## src/rtl/uart_pkg.sv

```systemverilog
// Shared types and constants for the UART receive path.
package uart_pkg;
  typedef enum logic [1:0] {IDLE, START, DATA, STOP} rx_state_t;

  localparam int OS_RATE   = 16;
  localparam int MID_START = OS_RATE / 2 - 1;

  // Counter width able to hold 0..n-1, never narrower than one bit.
  function automatic int cnt_w(input int n);
    return (n <= 2) ? 1 : $clog2(n);
  endfunction
endpackage

```

## src/rtl/sync_2ff.sv

```systemverilog
// Two-flop synchronizer for a single asynchronous bit.
module sync_2ff #(
  parameter logic RST_VAL = 1'b1
) (
  input  logic clk,
  input  logic reset,
  input  logic d,
  output logic q
);
  logic meta;

  always_ff @(posedge clk) begin
    if (reset) begin
      meta <= RST_VAL;
      q    <= RST_VAL;
    end else begin
      meta <= d;
      q    <= meta;
    end
  end
endmodule

```

## src/rtl/uart_rx_ctrl.sv

```systemverilog
// UART receive controller: oversampled start/data/stop sequencing that
// strobes each data bit out to an external serial-in shift register.
module uart_rx_ctrl
  import uart_pkg::*;
#(
  parameter int DBIT    = 8,
  parameter int SB_TICK = 16
) (
  input  logic clk,
  input  logic reset,
  input  logic rx,
  input  logic s_tick,
  output logic bit_out,
  output logic shift,
  output logic rx_done_tick,
  output logic frame_err,
  output logic busy
);
  // Tick counter must reach both the data-bit length and the stop length.
  localparam int TW = cnt_w((SB_TICK > OS_RATE) ? SB_TICK : OS_RATE);
  localparam int BW = cnt_w(DBIT);

  localparam logic [TW-1:0] T_MID  = TW'(MID_START);
  localparam logic [TW-1:0] T_BIT  = TW'(OS_RATE - 1);
  localparam logic [TW-1:0] T_STOP = TW'(SB_TICK - 1);
  localparam logic [BW-1:0] B_LAST = BW'(DBIT - 1);

  rx_state_t       state, state_n;
  logic [TW-1:0]   tick, tick_n;
  logic [BW-1:0]   bit_cnt, bit_n;
  logic            rx_s;
  logic            bit_out_n, shift_n, done_n, ferr_n, busy_n;

  sync_2ff #(.RST_VAL(1'b1)) u_sync (
    .clk   (clk),
    .reset (reset),
    .d     (rx),
    .q     (rx_s)
  );

  always_ff @(posedge clk) begin
    if (reset) begin
      state        <= IDLE;
      tick         <= '0;
      bit_cnt      <= '0;
      bit_out      <= 1'b0;
      shift        <= 1'b0;
      rx_done_tick <= 1'b0;
      frame_err    <= 1'b0;
      busy         <= 1'b0;
    end else begin
      state        <= state_n;
      tick         <= tick_n;
      bit_cnt      <= bit_n;
      bit_out      <= bit_out_n;
      shift        <= shift_n;
      rx_done_tick <= done_n;
      frame_err    <= ferr_n;
      busy         <= busy_n;
    end
  end

  always_comb begin
    state_n = state;
    tick_n  = tick;
    bit_n   = bit_cnt;
    unique case (state)
      IDLE: begin
        if (!rx_s) begin
          state_n = START;
          tick_n  = '0;
        end
      end
      START: begin
        if (s_tick) begin
          if (tick == T_MID) begin
            // A start bit that is high again by mid-bit was a glitch.
            if (!rx_s) begin
              state_n = DATA;
              tick_n  = '0;
              bit_n   = '0;
            end else begin
              state_n = IDLE;
            end
          end else begin
            tick_n = tick + 1'b1;
          end
        end
      end
      DATA: begin
        if (s_tick) begin
          if (tick == T_BIT) begin
            tick_n = '0;
            if (bit_cnt == B_LAST) state_n = STOP;
            else                   bit_n   = bit_cnt + 1'b1;
          end else begin
            tick_n = tick + 1'b1;
          end
        end
      end
      STOP: begin
        if (s_tick) begin
          if (tick == T_STOP) state_n = IDLE;
          else                tick_n  = tick + 1'b1;
        end
      end
      default: state_n = IDLE;
    endcase
  end

  always_comb begin
    bit_out_n = bit_out;
    shift_n   = 1'b0;
    done_n    = 1'b0;
    ferr_n    = frame_err;
    busy_n    = (state_n != IDLE);
    if (state == DATA && s_tick && tick == T_BIT) begin
      bit_out_n = rx_s;
      shift_n   = 1'b1;
    end
    if (state == STOP && s_tick && tick == T_STOP) begin
      done_n = 1'b1;
      ferr_n = ~rx_s;
    end
  end
endmodule

```

## config.mk

```make
export PLATFORM = sky130hd
export DESIGN_NAME = uart_rx_ctrl
export DESIGN_NICKNAME = d
export VERILOG_FILES = /design/src/rtl/uart_pkg.sv /design/src/rtl/sync_2ff.sv /design/src/rtl/uart_rx_ctrl.sv
export SDC_FILE = /design/constraint.sdc
export NUM_CORES = 1
export LEC_CHECK = 0
export CELL_PAD_IN_SITES_DETAIL_PLACEMENT = 1
export CELL_PAD_IN_SITES_GLOBAL_PLACEMENT = 2
export CORE_MARGIN = 2
export CORE_UTILIZATION = 32
export CTS_BUF_LIST = sky130_fd_sc_hd__clkbuf_8
export DETAILED_ROUTE_END_ITERATION = 10
export PLACE_DENSITY_LB_ADDON = 0.08
export SLEW_MARGIN = 15
export SYNTH_ARGS = -nofsm -noshare
export SYNTH_HDL_FRONTEND = slang
export SYNTH_SLANG_ARGS = --single-unit
```

## constraint.sdc

```tcl
create_clock -name clk -period 1.5 [get_ports clk]
set_input_delay 0.375 -clock clk [delete_from_list [all_inputs] [get_ports clk]]
set_output_delay 0.375 -clock clk [all_outputs]
set_load 0.01 [all_outputs]
```

==> results by group <==
STA
  – Final worst-path cycle share: 96.7%
  – Worst-margin pin slew: 0.373 ns
  – Min Tclk post-route: 1.45 ns
  – Clock skew: 0.000610 ns
  – Slew HR: 75.1%
  – Setup Total Neg Slack: 0 ns
  – Final setup vio count: 0
  – Max Slew Vio Count: 0
  – Fmax: 689 MHz
  – Hold WS: 0.412 ns
  – Final hold viol count: 0
  – Final WS setup: 0.0494 ns

Global route
  – First-pass GRT wire length: 2840 um
  – GR Overflow Total: 0
  – Initial antenna violation count: 0
  – Vias in the first global route: 607
  – Met1 usage: 19.0%
  – Gr usage total: 13.9%
  – GRT busiest layer: met2
  – Met3 usage: 2.57%
  – Largest net degree at the start of global routing: 14
  – Met2 usage: 22.1%

Placed design
  – I/O Buffers: 8
  – Placer Congestion: 0.790
  – Post-DP HPWL: 1260 um
  – Dpl ws: -0.288 ns
  – DP Area: 921 um2

Final layout
  – Commonest non-fill, non-tap cell in the layout: dfxtp_1
  – Antenna diodes: 0
  – Layout area overhead: 35.4%
  – Commonest cells after routing, fill and taps aside: 14 x dfxtp_1, 11 x buf_4, 9 x nor2_1
  – Layout cells sized above 1: 32.3%
  – Final nets: 104
  – Design Area, Final: 1020 um2
  – Filler cell count: 261
  – Multi-input gate area: 430 um2
  – Sequential cell area: 323 um2

Yosys
  – Seq cells post-synth: 16
  – Syn avg cell area: 9.66 um2
  – Ys async rst share: 0%
  – Post-Synthesis Cell Area: 753 um2
  – Mapped Cells: 78
  – Ys Warns: 0
  – Post-synth EDFFs: 0
  – Sequential share of the synthesized area: 42.5%
  – Main synth FF type: dfxtp_1
  – Yosys cell types: 34
  – Mapped Nets: 85

Clocking
  – Hold_buf cts: 0
  – Root buffer selected by CTS: clkbuf_8
  – Worst-skew pair later-pin latency: 0.24 ns
  – Worst-path clk slew: 0.07 ns
  – CTS buffer count: 3
  – CTS tree: yes
  – Clock H-tree levels: 1
  – Sink Count: 16
  – Number of setup buffers added after CTS: 0
  – CTS Buffer Depth: 2

Setup path
  – Critical path arrival: 1.08 ns
  – Family with the most delay on the worst path: buffers and inverters
  – Crit path buffers/inverters: 1
  – Kind of critical path: reg -> out
  – Worst endpoint required time: 1.12 ns
  – Critical-path cell list: clkdlybuf4s50_1
  – CP max-delay cell: clkdlybuf4s50_1
  – FF-to-FF Start: state[1]$_SDFF_PP0_
  – Setup crit end: busy
  – CP peak stage delay: 0.52 ns
  – CP max FO: 1
  – Reg2reg path depth: 4
  – Crit. End Element: primary output
  – Worst r2r dst: busy$_SDFF_PP0_
  – R2r setup slk: 0.07 ns
  – Critical Path Source: busy$_SDFF_PP0_
  – Total stage count of the critical path: 1
  – Startpoint types: flip-flop

Floorplanning
  – Core area: 2210 um2
  – I/O pin cnt: 9
  – Die H: 52.5 um
  – Die Width: 52.5 um
  – Die area: 2760 um2
  – Initial core utilization: 34.0%
  – Rows: 17

Drt
  – DR iter-0 viols: 5
  – Via count: 616
  – DR vias/cell: 4.97
  – DRC: 0
  – Final ANT Viol Nets: 0
  – WL/cell: 14.5 um
  – WL final: 1800 um
  – DRT Pass-1 Iters: 3

Power
  – PwrDens: 870 nW/um2
  – Clock Power Share: 43.2%
  – Psw: 0.188 mW
  – Combinational share of power: 7.4%
  – Lkg Pwr: 0.494 nW
  – VDD IR-drop max: 0.522 mV
  – Int Pwr: 0.699 mW
  – Sequential power share: 49.5%
  – Sw Ratio: 21.2%

Hold path
  – Hold Path Class: reg -> reg

Run
  – Maxcap violations: 0

Status
  – Status: completed
==> synthesized netlist by cell type, types with 2 or more instances <==
| cell type | count | area, um2 |
|---|---|---|
| a311oi_2 | 2 | 30.0 |
| inv_1 | 2 | 7.51 |
| ha_1 | 3 | 37.5 |
| a32o_1 | 2 | 20.0 |
| nand3_1 | 5 | 25.0 |
| a22o_1 | 2 | 17.5 |
| mux2i_1 | 3 | 30.0 |
| a21oi_1 | 3 | 15.0 |
| or2_2 | 2 | 12.5 |
| nand2_1 | 3 | 11.3 |
| nor2_1 | 10 | 37.5 |
| buf_2 | 3 | 15.0 |
| dfxtp_1 | 16 | 320 |
| nand3b_1 | 2 | 15.0 |
==> repair_timing <==
item / CTS / global route
setup endpoints to repair: 1 / 10
gates resized for setup: 2 / 11
pin swaps: 1 / 4
==> state kept, by name (all words and copies together), names as in the netlist <==
signal / flops
rx_done_tick: 1
shift: 1
tick: 4
bit_out: 1
busy: 1
frame_err: 1
state: 2
bit_cnt: 3
u_sync.meta: 1
u_sync.q: 1
==> area by class of cell <==
cell class | instances | area share [%]
timing repair buffer | 19 | 16.6
clock buffer | 4 | 5.40
inverter | 2 | 0.736
sequential | 16 | 31.7
multi-input combinational | 55 | 42.2
tap | 28 | 3.44
==> stage by stage <==
stage                     power (mW)  instances  utilization [%]
after global placement         0.508        120             41.6
final                          0.887        124             46.1
after detailed placement       0.509        120             41.6
after floorplan                0.481         78                -
after CTS                      0.896        124             44.3
after global routing           0.927        124             46.1
==> power by group through the flow <==
stage	clock network, mW	registers (mW)	logic, mW
finish	0.383	0.439	0.0654
global route	0.416	0.439	0.0716
CTS	0.397	0.438	0.0608
detailed placement	0	0.447	0.0614
global placement	0	0.447	0.0606
floorplan	0	0.445	0.0366
==> worst min-delay path by stage <==
stage	startpoint	to	slack, ns	depth (start not counted)
floorplan	u_sync.meta$_SDFF_PP1_	u_sync.q$_SDFF_PP1_	0.39	1
global placement	u_sync.meta$_SDFF_PP1_	u_sync.q$_SDFF_PP1_	0.39	1
detailed placement	u_sync.meta$_SDFF_PP1_	u_sync.q$_SDFF_PP1_	0.40	1
CTS	u_sync.meta$_SDFF_PP1_	u_sync.q$_SDFF_PP1_	0.41	1
global route	u_sync.meta$_SDFF_PP1_	u_sync.q$_SDFF_PP1_	0.42	1
finish	u_sync.meta$_SDFF_PP1_	u_sync.q$_SDFF_PP1_	0.41	1
==> routing by layer <==
| metal | vias to the layer above | share of wire, % |
|---|---|---|
| met1 | 293 | 50 |
| li1 | 317 | - |
| met3 | 0 | 2.3 |
| met5 | - | 0 |
| met4 | 0 | 0 |
| met2 | 6 | 47 |
==> worst register-to-register path, stage by stage (launching register included) <==
cell and delay, ns:
dfxtp_1 0.52, and4_4 0.34, a311oi_2 0.11, a311oi_2 0.27, or2_1 0.14
==> cell families (layout without fill, tap and decap cells) <==
family / Yosys count / in the layout / share of synthesized area (%)
and+or+nand+nor: 29 / 29 / 20.4
AOI/OAI and AO/OA: 18 / 18 / 20.4
DFF: 16 / 16 / 42.5
buffers and inverters: 7 / 25 / 4.98
muxes: 4 / 4 / 5.48
adders and majority gates: 3 / 3 / 4.98
xor gates and xnor gates: 1 / 1 / 1.16
Note: power is estimated with default switching activity, not from simulation.
